===== src/rtl/kitchen_pkg.sv =====
// Shared constants for the kitchen status uplink: frame marker, status bit
// positions and the byte serialiser state encoding.
package kitchen_pkg;

  localparam logic [7:0] SOF         = 8'hA5;
  localparam int         FRAME_BYTES = 3;

  localparam int ST_OPEN    = 0;
  localparam int ST_CLOSED  = 1;
  localparam int ST_GAS     = 2;
  localparam int ST_MODE    = 3;
  localparam int ST_MOVING  = 4;
  localparam int ST_SEQ_LSB = 5;

  typedef enum logic [1:0] {
    TX_IDLE  = 2'd0,
    TX_START = 2'd1,
    TX_DATA  = 2'd2,
    TX_STOP  = 2'd3
  } tx_state_t;

endpackage


===== src/rtl/kitchen_status_tx_if.sv =====
// ESP-facing side of the status uplink: serial line and busy flag.
interface kitchen_status_tx_if;

  logic ESP_TX;
  logic TX_BUSY;

  modport master (output ESP_TX, output TX_BUSY);
  modport slave  (input  ESP_TX, input  TX_BUSY);

endinterface


===== src/rtl/uart_tx_byte.sv =====
// 8N1 byte serialiser, LSB first, each bit held CLKS_PER_BIT cycles.
//
// state    | meaning
// ---------+---------------------------------------------
// TX_IDLE  | line high, waiting for a byte
// TX_START | driving the start bit (low)
// TX_DATA  | shifting out data bits 0..7
// TX_STOP  | driving the stop bit (high)
//
// ready is also raised in the last cycle of the stop bit so the next byte
// is taken on that edge and its start bit follows with no idle gap.
module uart_tx_byte
  import kitchen_pkg::*;
#(
  parameter int CLKS_PER_BIT = 5208
) (
  input  logic       clk_sys,
  input  logic       rst_b,
  input  logic       valid,
  input  logic [7:0] data,
  output logic       ready,
  output logic       tx
);

  localparam int            BW        = (CLKS_PER_BIT > 1) ? $clog2(CLKS_PER_BIT) : 1;
  localparam logic [BW-1:0] BAUD_LAST = BW'(CLKS_PER_BIT - 1);

  tx_state_t     state;
  logic [BW-1:0] baud_cnt;
  logic [2:0]    bit_idx;
  logic [7:0]    shreg;
  logic          baud_last;

  assign baud_last = (baud_cnt == BAUD_LAST);
  assign ready     = (state == TX_IDLE) || ((state == TX_STOP) && baud_last);

  // Bit-level sequencing; tx is registered so the line never glitches.
  always_ff @(posedge clk_sys or negedge rst_b) begin
    if (!rst_b) begin
      state    <= TX_IDLE;
      baud_cnt <= '0;
      bit_idx  <= '0;
      shreg    <= '0;
      tx       <= 1'b1;
    end else begin
      case (state)
        TX_IDLE: begin
          if (valid) begin
            shreg    <= data;
            baud_cnt <= '0;
            tx       <= 1'b0;
            state    <= TX_START;
          end
        end
        TX_START: begin
          if (baud_last) begin
            baud_cnt <= '0;
            bit_idx  <= '0;
            tx       <= shreg[0];
            state    <= TX_DATA;
          end else begin
            baud_cnt <= baud_cnt + BW'(1);
          end
        end
        TX_DATA: begin
          if (baud_last) begin
            baud_cnt <= '0;
            if (bit_idx == 3'd7) begin
              tx    <= 1'b1;
              state <= TX_STOP;
            end else begin
              tx      <= shreg[1];
              shreg   <= {1'b0, shreg[7:1]};
              bit_idx <= bit_idx + 3'd1;
            end
          end else begin
            baud_cnt <= baud_cnt + BW'(1);
          end
        end
        TX_STOP: begin
          if (baud_last) begin
            baud_cnt <= '0;
            if (valid) begin
              shreg <= data;
              tx    <= 1'b0;
              state <= TX_START;
            end else begin
              state <= TX_IDLE;
            end
          end else begin
            baud_cnt <= baud_cnt + BW'(1);
          end
        end
        default: state <= TX_IDLE;
      endcase
    end
  end

endmodule


===== src/rtl/kitchen_status_tx.sv =====
// Kitchen status uplink: synchronises sensor inputs, detects status changes,
// gas alarms and heartbeat expiry, and sends 3-byte frames {SOF, S, SOF^S}.
module kitchen_status_tx
  import kitchen_pkg::*;
#(
  parameter int CLKS_PER_BIT = 5208,
  parameter int REPORT_TICKS = 50000000
) (
  input  logic                       CLK_IN,
  input  logic                       RST_N_IN,
  input  logic                       IR3_IN,
  input  logic                       IR4_IN,
  input  logic                       Gas_SS,
  input  logic                       SW_MODE_IN,
  input  logic [3:0]                 BD_IN,
  kitchen_status_tx_if.master        esp
);

  localparam int              HB_W    = (REPORT_TICKS > 1) ? $clog2(REPORT_TICKS) : 1;
  localparam logic [HB_W-1:0] HB_LAST = HB_W'(REPORT_TICKS - 1);
  // Limit sensors idle high, so their synchronisers reset to 1.
  localparam logic [7:0]      SYNC_RST = 8'b0000_0011;

  logic [7:0]      sync1, sync2;
  logic [4:0]      status_lo, prev_lo;
  logic [2:0]      seq;
  logic [7:0]      snap;
  logic [1:0]      byte_idx;
  logic [HB_W-1:0] hb_cnt;
  logic            pending, active;
  logic            change, gas_rise, hb_hit, trigger;
  logic            frame_go, frame_end;
  logic            byte_valid, byte_ready;
  logic [7:0]      byte_data;
  logic            tx_line;

  // Two-flop synchronisers, packed {BD, mode, gas, IR4, IR3}.
  always_ff @(posedge CLK_IN or negedge RST_N_IN) begin
    if (!RST_N_IN) begin
      sync1 <= SYNC_RST;
      sync2 <= SYNC_RST;
    end else begin
      sync1 <= {BD_IN, SW_MODE_IN, Gas_SS, IR4_IN, IR3_IN};
      sync2 <= sync1;
    end
  end

  // Live status bits 4:0 from the synchronised inputs.
  always_comb begin
    status_lo            = '0;
    status_lo[ST_OPEN]   = ~sync2[0];
    status_lo[ST_CLOSED] = ~sync2[1];
    status_lo[ST_GAS]    = sync2[2];
    status_lo[ST_MODE]   = sync2[3];
    status_lo[ST_MOVING] = |sync2[7:4];
  end

  assign change   = (status_lo != prev_lo);
  assign gas_rise = status_lo[ST_GAS] & ~prev_lo[ST_GAS];
  assign hb_hit   = (hb_cnt == HB_LAST);
  assign trigger  = change | gas_rise | hb_hit;

  // A trigger seen while idle starts the frame directly; its effect is
  // already in the snapshot, so pending is not left set behind it.
  assign frame_go  = ~active & byte_ready & (pending | trigger);
  assign frame_end = active & (byte_idx == 2'(FRAME_BYTES - 1)) & byte_ready;

  // Byte offered to the serialiser: SOF on start, then S, then the check byte.
  always_comb begin
    byte_valid = 1'b0;
    byte_data  = SOF;
    if (frame_go) begin
      byte_valid = 1'b1;
    end else if (active && (byte_idx < 2'(FRAME_BYTES - 1))) begin
      byte_valid = 1'b1;
      byte_data  = (byte_idx == 2'd0) ? snap : (snap ^ SOF);
    end
  end

  // Frame control: pending flag, heartbeat, snapshot, byte index and seq.
  always_ff @(posedge CLK_IN or negedge RST_N_IN) begin
    if (!RST_N_IN) begin
      prev_lo  <= '0;
      pending  <= 1'b1;
      active   <= 1'b0;
      byte_idx <= '0;
      seq      <= '0;
      snap     <= '0;
      hb_cnt   <= '0;
    end else begin
      prev_lo <= status_lo;
      pending <= frame_go ? 1'b0 : (pending | trigger);

      if (frame_go || hb_hit) hb_cnt <= '0;
      else                    hb_cnt <= hb_cnt + HB_W'(1);

      if (frame_go) begin
        active   <= 1'b1;
        byte_idx <= '0;
        snap     <= {seq, status_lo};
      end else if (active) begin
        if (byte_valid && byte_ready) begin
          byte_idx <= byte_idx + 2'd1;
        end else if (frame_end) begin
          active <= 1'b0;
          seq    <= seq + 3'd1;
        end
      end
    end
  end

  uart_tx_byte #(
    .CLKS_PER_BIT(CLKS_PER_BIT)
  ) u_uart (
    .clk_sys (CLK_IN),
    .rst_b   (RST_N_IN),
    .valid   (byte_valid),
    .data    (byte_data),
    .ready   (byte_ready),
    .tx      (tx_line)
  );

  assign esp.ESP_TX  = tx_line;
  assign esp.TX_BUSY = active;

endmodule


===== src/flat_wrapper.sv =====
// flat-port wrapper written by rule: the top's interface ports become plain ports
module kitchen_status_tx_flat import kitchen_pkg::*;
#(
  parameter int CLKS_PER_BIT = 5208,
  parameter int REPORT_TICKS = 50000000
)
  (CLK_IN, RST_N_IN, IR3_IN, IR4_IN, Gas_SS, SW_MODE_IN, BD_IN, esp_ESP_TX, esp_TX_BUSY);
  kitchen_status_tx_if esp_i ();
  input  logic CLK_IN;
  input  logic RST_N_IN;
  input  logic IR3_IN;
  input  logic IR4_IN;
  input  logic Gas_SS;
  input  logic SW_MODE_IN;
  input  logic [3:0] BD_IN;
  output wire logic [$bits(esp_i.ESP_TX)-1:0] esp_ESP_TX;
  output wire logic [$bits(esp_i.TX_BUSY)-1:0] esp_TX_BUSY;
  assign esp_ESP_TX = esp_i.ESP_TX;
  assign esp_TX_BUSY = esp_i.TX_BUSY;
  kitchen_status_tx #(.CLKS_PER_BIT(CLKS_PER_BIT), .REPORT_TICKS(REPORT_TICKS)) u_core (.CLK_IN(CLK_IN), .RST_N_IN(RST_N_IN), .IR3_IN(IR3_IN), .IR4_IN(IR4_IN), .Gas_SS(Gas_SS), .SW_MODE_IN(SW_MODE_IN), .BD_IN(BD_IN), .esp(esp_i));
endmodule

===== config.mk =====
export PLATFORM = sky130hd
export DESIGN_NAME = kitchen_status_tx_flat
export DESIGN_NICKNAME = d
export VERILOG_FILES = /design/src/rtl/kitchen_pkg.sv /design/src/rtl/kitchen_status_tx_if.sv /design/src/rtl/uart_tx_byte.sv /design/src/rtl/kitchen_status_tx.sv /design/src/flat_wrapper.sv
export SDC_FILE = /design/constraint.sdc
export NUM_CORES = 1
export LEC_CHECK = 0
export CAP_MARGIN = 20
export CELL_PAD_IN_SITES_DETAIL_PLACEMENT = 2
export CELL_PAD_IN_SITES_GLOBAL_PLACEMENT = 2
export CORE_MARGIN = 2
export CORE_UTILIZATION = 42
export CTS_BUF_LIST = sky130_fd_sc_hd__clkbuf_4 sky130_fd_sc_hd__clkbuf_8
export CTS_CLUSTER_SIZE = 16
export DETAILED_ROUTE_END_ITERATION = 8
export GPL_TIMING_DRIVEN = 0
export PLACE_DENSITY_LB_ADDON = 0.1
export SYNTH_ARGS = -nofsm -noshare
export SYNTH_HDL_FRONTEND = slang
export SYNTH_SLANG_ARGS = --single-unit

===== constraint.sdc =====
create_clock -name CLK_IN -period 2.8 [get_ports CLK_IN]
set_input_delay 0.56 -clock CLK_IN [delete_from_list [all_inputs] [get_ports CLK_IN]]
set_output_delay 0.56 -clock CLK_IN [all_outputs]
set_load 0.02 [all_outputs]

==> results of run 1 <==
[through the flow]
step | util (%) | cells
final | 48.2 | 565
after global routing | 48.2 | 565
after CTS | 48.2 | 565
after detailed placement | 46.0 | 549
after global placement | 45.8 | 548
after floorplan | - | 404
[critical path: stages, from the launching register on]
cell	delay [ps]
dfrtp_1	440
nor4b_1	470
nand4_1	220
nor4_4	490
o21ai_2	240
a21oi_4	310
mux2_2	380
[repair_timing]
action,CTS,global route
gates resized for setup,0,1
setup endpoints to repair,0,7
setup buffers,0,0
[Yosys cell counts (10+ instances only)]
master and n:
nand2_1 37, xor2_1 15, inv_1 22, mux2_2 14, and3_1 10, nand3_1 16
nor2_1 48, dfrtp_1 83, ha_1 14, o21ai_0 22, a21oi_1 20, xnor2_1 17
[power groups by stage]
| stage | Sequential, uW | Clock [uW] | Combinational, uW |
|---|---|---|---|
| 4_1_cts | 1310 | 997 | 53.3 |
| 3_3_place_gp | 1330 | 0 | 46.5 |
| 3_5_place_dp | 1340 | 0 | 53.4 |
| 5_1_grt | 1310 | 1050 | 57.3 |
| 6_report | 1310 | 961 | 50.5 |
| 2_1_floorplan | 1330 | 0 | 6.68 |
[cells by family (layout without fill, tap and decap cells)]
| group | after synthesis | in the layout |
|---|---|---|
| AO/OA/AOI/OAI | 67 | 67 |
| XOR/XNOR | 32 | 32 |
| adder cells (fa/ha/maj) | 14 | 14 |
| buffers and inverters | 32 | 60 |
| flip-flops | 89 | 89 |
| multiplexers | 18 | 18 |
| AND/OR/NAND/NOR | 152 | 152 |
[routing by layer]
metal / vias up / share of wire, % / GRT usage [%] / wire [um]
met3: 12 / 1.7 / 3.15 / 166
met4: 0 / 1.7 / 8.88 / 175
li1: 1422 / - / - / -
met2: 20 / 54 / 37.4 / 5460
met5: - / 0 / 0 / 0
met1: 1526 / 42 / 23.2 / 4250
[final timing paths]
path,startpoint,end,depth (start not counted)
worst max-delay path,u_core.hb_cnt[10],u_core.u_uart.shreg[5],6
worst min-delay path,RST_N_IN,u_core.u_uart.bit_idx[2],1
worst max register to register,u_core.hb_cnt[10],u_core.u_uart.shreg[5],6
worst min register to register,u_core.sync1[5],u_core.sync2[5],0
max in group asynchronous,RST_N_IN,u_core.sync1[0],2
min in group CLK_IN,u_core.sync1[5],u_core.sync2[5],0
[sequential cells by signal, summed over array words and instances (netlist names), 2 cells and up]
| register | flops |
|---|---|
| u_core.u_uart.baud_cnt | 13 |
| u_core.sync2 | 8 |
| u_core.u_uart.bit_idx | 3 |
| u_core.u_uart.shreg | 8 |
| u_core.sync1 | 8 |
| u_core.byte_idx | 2 |
| u_core.prev_lo | 5 |
| u_core.u_uart.state | 2 |
| u_core.seq | 3 |
| u_core.snap | 8 |
| u_core.hb_cnt | 26 |
[layout make-up]
type / count / share of cell area (%)
sequential: 89 / 47.6
multi-input combinational: 283 / 38.9
tap: 133 / 3.55
timing repair buffer: 12 / 2.88
clock buffer: 9 / 2.64
clock inverter: 7 / 1.79
inverter: 22 / 1.76
buffer: 10 / 0.880
==> impl_metrics.py, run 1 <==
metrics = {
    "run_status": {
        "status": "completed",
    },
    "setup_path": {
        "cp_max_fo": 9,
        "reg2reg_slack_ps": 160,
        "worst_setup_path_end_kind": "register",
        "cp.required_ps": 3080,
        "critPathLaunchType": "register",
        "arrival_ps": 2920,
        "crit_type": "reg -> reg",
    },
    "power": {
        "power.net_switching_uw": 567,
        "p_leak_uw": 0.00208,
        "total_power_uw": 2320,
        "p_comb_share_pct": 2.2,
        "clkPwrFrac_pct": 41.4,
        "power.share.switching_pct": 24.4,
        "ir_worst_vdd_uv": 390,
        "power.density_nw_per_um2": 495,
        "power.internal_uw": 1750,
        "seq_power_share_pct": 56.4,
    },
    "global_route": {
        "grt_pass1_wl_mm": 17.3,
        "grt.total_usage_pct": 20.3,
        "grt_pass1_vias": 3480,
        "grt-ovfl-total": 0,
        "grt_start_max_net_pins": 54,
        "antenna_found_initial": 0,
    },
    "timing": {
        "timing.final.ws_setup_ps": 162,
        "timing.fmax_mhz": 379,
        "grt_setup_unrepaired": "false",
        "slew_headroom_pct": 45.4,
        "hold_violations": 0,
        "fin_crit_sh_pct": 94.2,
        "finClkSkew_ps": 16.8,
        "tightest_slew_ps": 812,
        "fin_setup_tns_ps": 0,
        "setup_violations": 0,
        "maxSlewViolCount": 0,
        "fin_crit_ps": 2640,
        "hold_ws_ps": 148,
    },
    "clock_network": {
        "cts.sinks": 89,
        "path_clk_slew_ps": 110,
        "h-tree-depth": 3,
        "clk_latency_ps": 380,
        "cts_tree": "built",
        "ctsHoldBuffers": 0,
        "clockBufferDepth": 2,
        "cts_buffers": 9,
        "cts_root_buffer": "clkbuf_8",
    },
    "synth": {
        "syn_area_per_cell_sq_um": 10.3,
        "yosys.area.top_type": "dfrtp_1",
        "synth_ff_type": "dfrtp_1",
        "ys_ff_latch": 89,
        "synth_fa_ha_area_share_pct": 4.19,
        "synthDistinctLibCells": 44,
        "synthSimpleGateAreaFrac_pct": 17.9,
        "synth_top_family_by_area": "simple AND/OR/NAND/NOR gates",
        "synth_edf_count": 0,
        "synthTopCellsByArea": "dfrtp_1 (50%), nor2_1 (4.3%), ha_1 (4.2%)",
        "yosysWarnings": 0,
        "synth-seq-area-share_pct": 53.5,
        "ys_async_sr_fraction_pct": 100,
        "synth_nets": 428,
        "synth_xor_area_share_pct": 6.71,
        "synth.area.mux_share_pct": 4.73,
        "synth_compound_area_share_pct": 9.95,
        "synthDominantCellAreaShare_pct": 49.7,
        "synth_area_sq_um": 4180,
        "synth_cells": 404,
    },
    "layout": {
        "mostFrequentLayoutCell": "dfrtp_1",
        "fillers": 1048,
        "syn_to_final_growth_pct": 12.3,
        "multiInputGateArea_sq_um": 1820,
        "final_cell_mix": "dfrtp_1 (83), nor2_1 (48), nand2_1 (37), inv_1 (22), o21ai_0 (22)",
        "nets": 451,
        "design_area_sq_um": 4690,
        "antenna_cells": 0,
        "seqCellArea_sq_um": 2230,
        "drive_above_1_share_pct": 11.6,
    },
    "worst_hold_path": {
        "hp-class": "in -> async",
    },
    "routing": {
        "wire_per_inst_um": 17.8,
        "drt_iter0_markers": 89,
        "vias": 2980,
        "viasPerCell": 5.27,
        "first_pass_iters": 4,
        "drc": 0,
        "ant_nets": 0,
        "wirelength_mm": 10.0,
    },
    "floorplan": {
        "core_area_sq_um": 9730,
        "dieArea_sq_um": 10800,
        "fp-row-count": 36,
        "initial_core_util_pct": 42.9,
        "die_h_um": 104,
        "die-width_um": 104,
        "io-pin-count": 12,
    },
    "place": {
        "numPortBuffers": 11,
        "dpl.hpwl_mm": 7.20,
        "place.gp.congestion": 0.769,
        "pre_cts_ws_ps": 91.5,
        "placed_area_sq_um": 4480,
    },
    "flow_run": {
        "cap_viol_max_count": 0,
    },
}
Power figures use the tool's default switching activity.
==> run 2, diff against run 1 <==
--- a/config.mk
+++ b/config.mk
@@ -8,7 +8,7 @@
 export CAP_MARGIN = 20
 export CELL_PAD_IN_SITES_DETAIL_PLACEMENT = 2
 export CELL_PAD_IN_SITES_GLOBAL_PLACEMENT = 2
-export CORE_MARGIN = 2
+export CORE_MARGIN = 1.5
 export CORE_UTILIZATION = 42
 export CTS_BUF_LIST = sky130_fd_sc_hd__clkbuf_4 sky130_fd_sc_hd__clkbuf_8
 export CTS_CLUSTER_SIZE = 16
==> impl_metrics.py, run 2 (synthesis results as in run 1) <==
metrics = {
    "global_route": {
        "grt_pass1_vias": 3483,
        "grt_start_max_net_pins": 62,
        "grt_pass1_wl_mm": 17.0,
        "antenna_found_initial": 0,
        "grt-ovfl-total": 0,
        "grt.total_usage_pct": 21.2,
    },
    "timing": {
        "fin_crit_ps": 2560,
        "hold_violations": 0,
        "slew_headroom_pct": 49.0,
        "timing.final.ws_setup_ps": 244,
        "tightest_slew_ps": 759,
        "timing.fmax_mhz": 391,
        "finClkSkew_ps": 15.1,
        "grt_setup_unrepaired": "false",
        "setup_violations": 0,
        "maxSlewViolCount": 0,
        "fin_crit_sh_pct": 91.3,
    },
    "routing": {
        "vias": 3004,
        "viasPerCell": 5.32,
        "drt_iter0_markers": 49,
        "ant_nets": 0,
        "drc": 0,
        "first_pass_iters": 4,
        "wirelength_mm": 9.72,
        "wire_per_inst_um": 17.2,
    },
    "setup_path": {
        "arrival_ps": 2810,
        "cp_max_fo": 9,
        "cp.required_ps": 3060,
        "critPathLaunchType": "register",
        "crit_type": "reg -> reg",
        "worst_setup_path_end_kind": "register",
    },
    "floorplan": {
        "io-pin-count": 12,
        "core_area_sq_um": 9730,
        "die_h_um": 103,
        "dieArea_sq_um": 10600,
        "initial_core_util_pct": 42.9,
        "die-width_um": 103,
        "fp-row-count": 36,
    },
    "layout": {
        "regMostFlops": "u_core.hb_cnt",
        "mostFrequentLayoutCell": "dfrtp_1",
        "fillers": 1049,
        "reg.largest.list": "u_core.hb_cnt x26, u_core.u_uart.baud_cnt x13",
        "largest_register_ffs": 26,
        "syn_to_final_growth_pct": 12.3,
        "antenna_cells": 0,
        "instances_no_fill": 565,
        "nets": 451,
        "drive_above_1_share_pct": 11.8,
        "final_cell_mix": "dfrtp_1 (83), nor2_1 (47), nand2_1 (37), inv_1 (22), o21ai_0 (22)",
    },
    "clock_network": {
        "clockBufferDepth": 2,
        "cts_setup_buffers": 0,
        "cts_root_buffer": "clkbuf_8",
        "clk_latency_ps": 370,
        "path_clk_slew_ps": 110,
        "cts_tree": "built",
        "h-tree-depth": 3,
        "ctsHoldBuffers": 0,
        "cts_buffers": 9,
        "cts.sinks": 89,
    },
    "flow_run": {
        "cap_viol_max_count": 0,
    },
    "worst_hold_path": {
        "hp-class": "in -> async",
    },
    "power": {
        "p_leak_uw": 0.00208,
        "ir_worst_vdd_uv": 328,
        "power.density_nw_per_um2": 484,
    },
    "place": {
        "pre_cts_ws_ps": 15.6,
        "numPortBuffers": 11,
        "dp.cells": 549,
        "place.gp.congestion": 0.739,
        "dpl.hpwl_mm": 7.02,
    },
    "run_status": {
        "status": "completed",
    },
}
-- run 2: cell types whose count changed in the layout (fill, tap and decap cells not counted) --
cell       delta
inv_8         +2
clkinv_2      -1
clkinv_4      +2
bufinv_16     -1
nor2_2        +1
inv_6         -3
nor2_1        -1
clkinv_8      +1
-- run 2: area by class of cell --
| cell class | instances | area, sq um | share of cell area, % |
|---|---|---|---|
| sequential | 89 | 2230 | 47.7 |
| multi-input combinational | 283 | 1830 | 39.0 |
| tap | 133 | 166 | 3.55 |
| timing repair buffer | 12 | 135 | 2.88 |
| clock buffer | 9 | 124 | 2.64 |
| inverter | 22 | 82.6 | 1.76 |
| clock inverter | 7 | 78.8 | 1.68 |
| buffer | 10 | 41.3 | 0.880 |
-- run 2: critical path, stage by stage, from the launching register on --
cell and delay [ps]:
dfrtp_1 430, nor4b_1 390, nand4_1 200, nor4_4 480, o21ai_2 240, a21oi_4 320
mux2_2 380
-- run 2: worst paths after layout --
| path | start | to | slack (ps) | cells past startpoint |
|---|---|---|---|---|
| setup / recovery | u_core.hb_cnt[10] | u_core.u_uart.shreg[3] | 240 | 6 |
| hold / removal | RST_N_IN | u_core.u_uart.shreg[0] | 110 | 1 |
| setup reg to reg | u_core.hb_cnt[10] | u_core.u_uart.shreg[3] | 240 | 6 |
| hold reg to reg | u_core.sync1[4] | u_core.sync2[4] | 360 | 0 |
| max in group asynchronous | RST_N_IN | u_core.pending | 2000 | 2 |
| min in group CLK_IN | u_core.sync1[4] | u_core.sync2[4] | 360 | 0 |
-- run 2: metrics by stage --
stage | total power, uW | hold WS (ps) | util, % | TNS [ps] | instance area, sq um
after global routing | 2380 | 107 | 48.2 | 0 | 4690
after floorplan | 1340 | 264 | - | 0 | 4180
final | 2270 | 105 | 48.2 | 0 | 4690
after global placement | 1380 | 333 | 45.8 | -191040 | 4450
after detailed placement | 1390 | 336 | 46.0 | 0 | 4480
after CTS | 2310 | 113 | 48.2 | 0 | 4690
-- run 2: what timing repair did --
| action | 4_1_cts | 5_1_grt |
|---|---|---|
| hold endpoints to repair | 0 | 0 |
| gates resized for setup | 1 | 1 |
| endpoints found under the setup margin | 1 | 1 |
-- run 2: metal layers --
layer  track usage (%)  part of all wire [%]
met1              25.4                    43
met2              38.8                    54
met3              3.66                   1.6
met4              6.32                   1.1
met5                 0                     0
-- run 2: report_power, final --
| group | internal [uW] | switching, uW | total (uW) |
|---|---|---|---|
| clock | 358 | 552 | 910 |
| sequential | 1300 | 7.39 | 1310 |
| combinational | 19.0 | 30.9 | 49.9 |
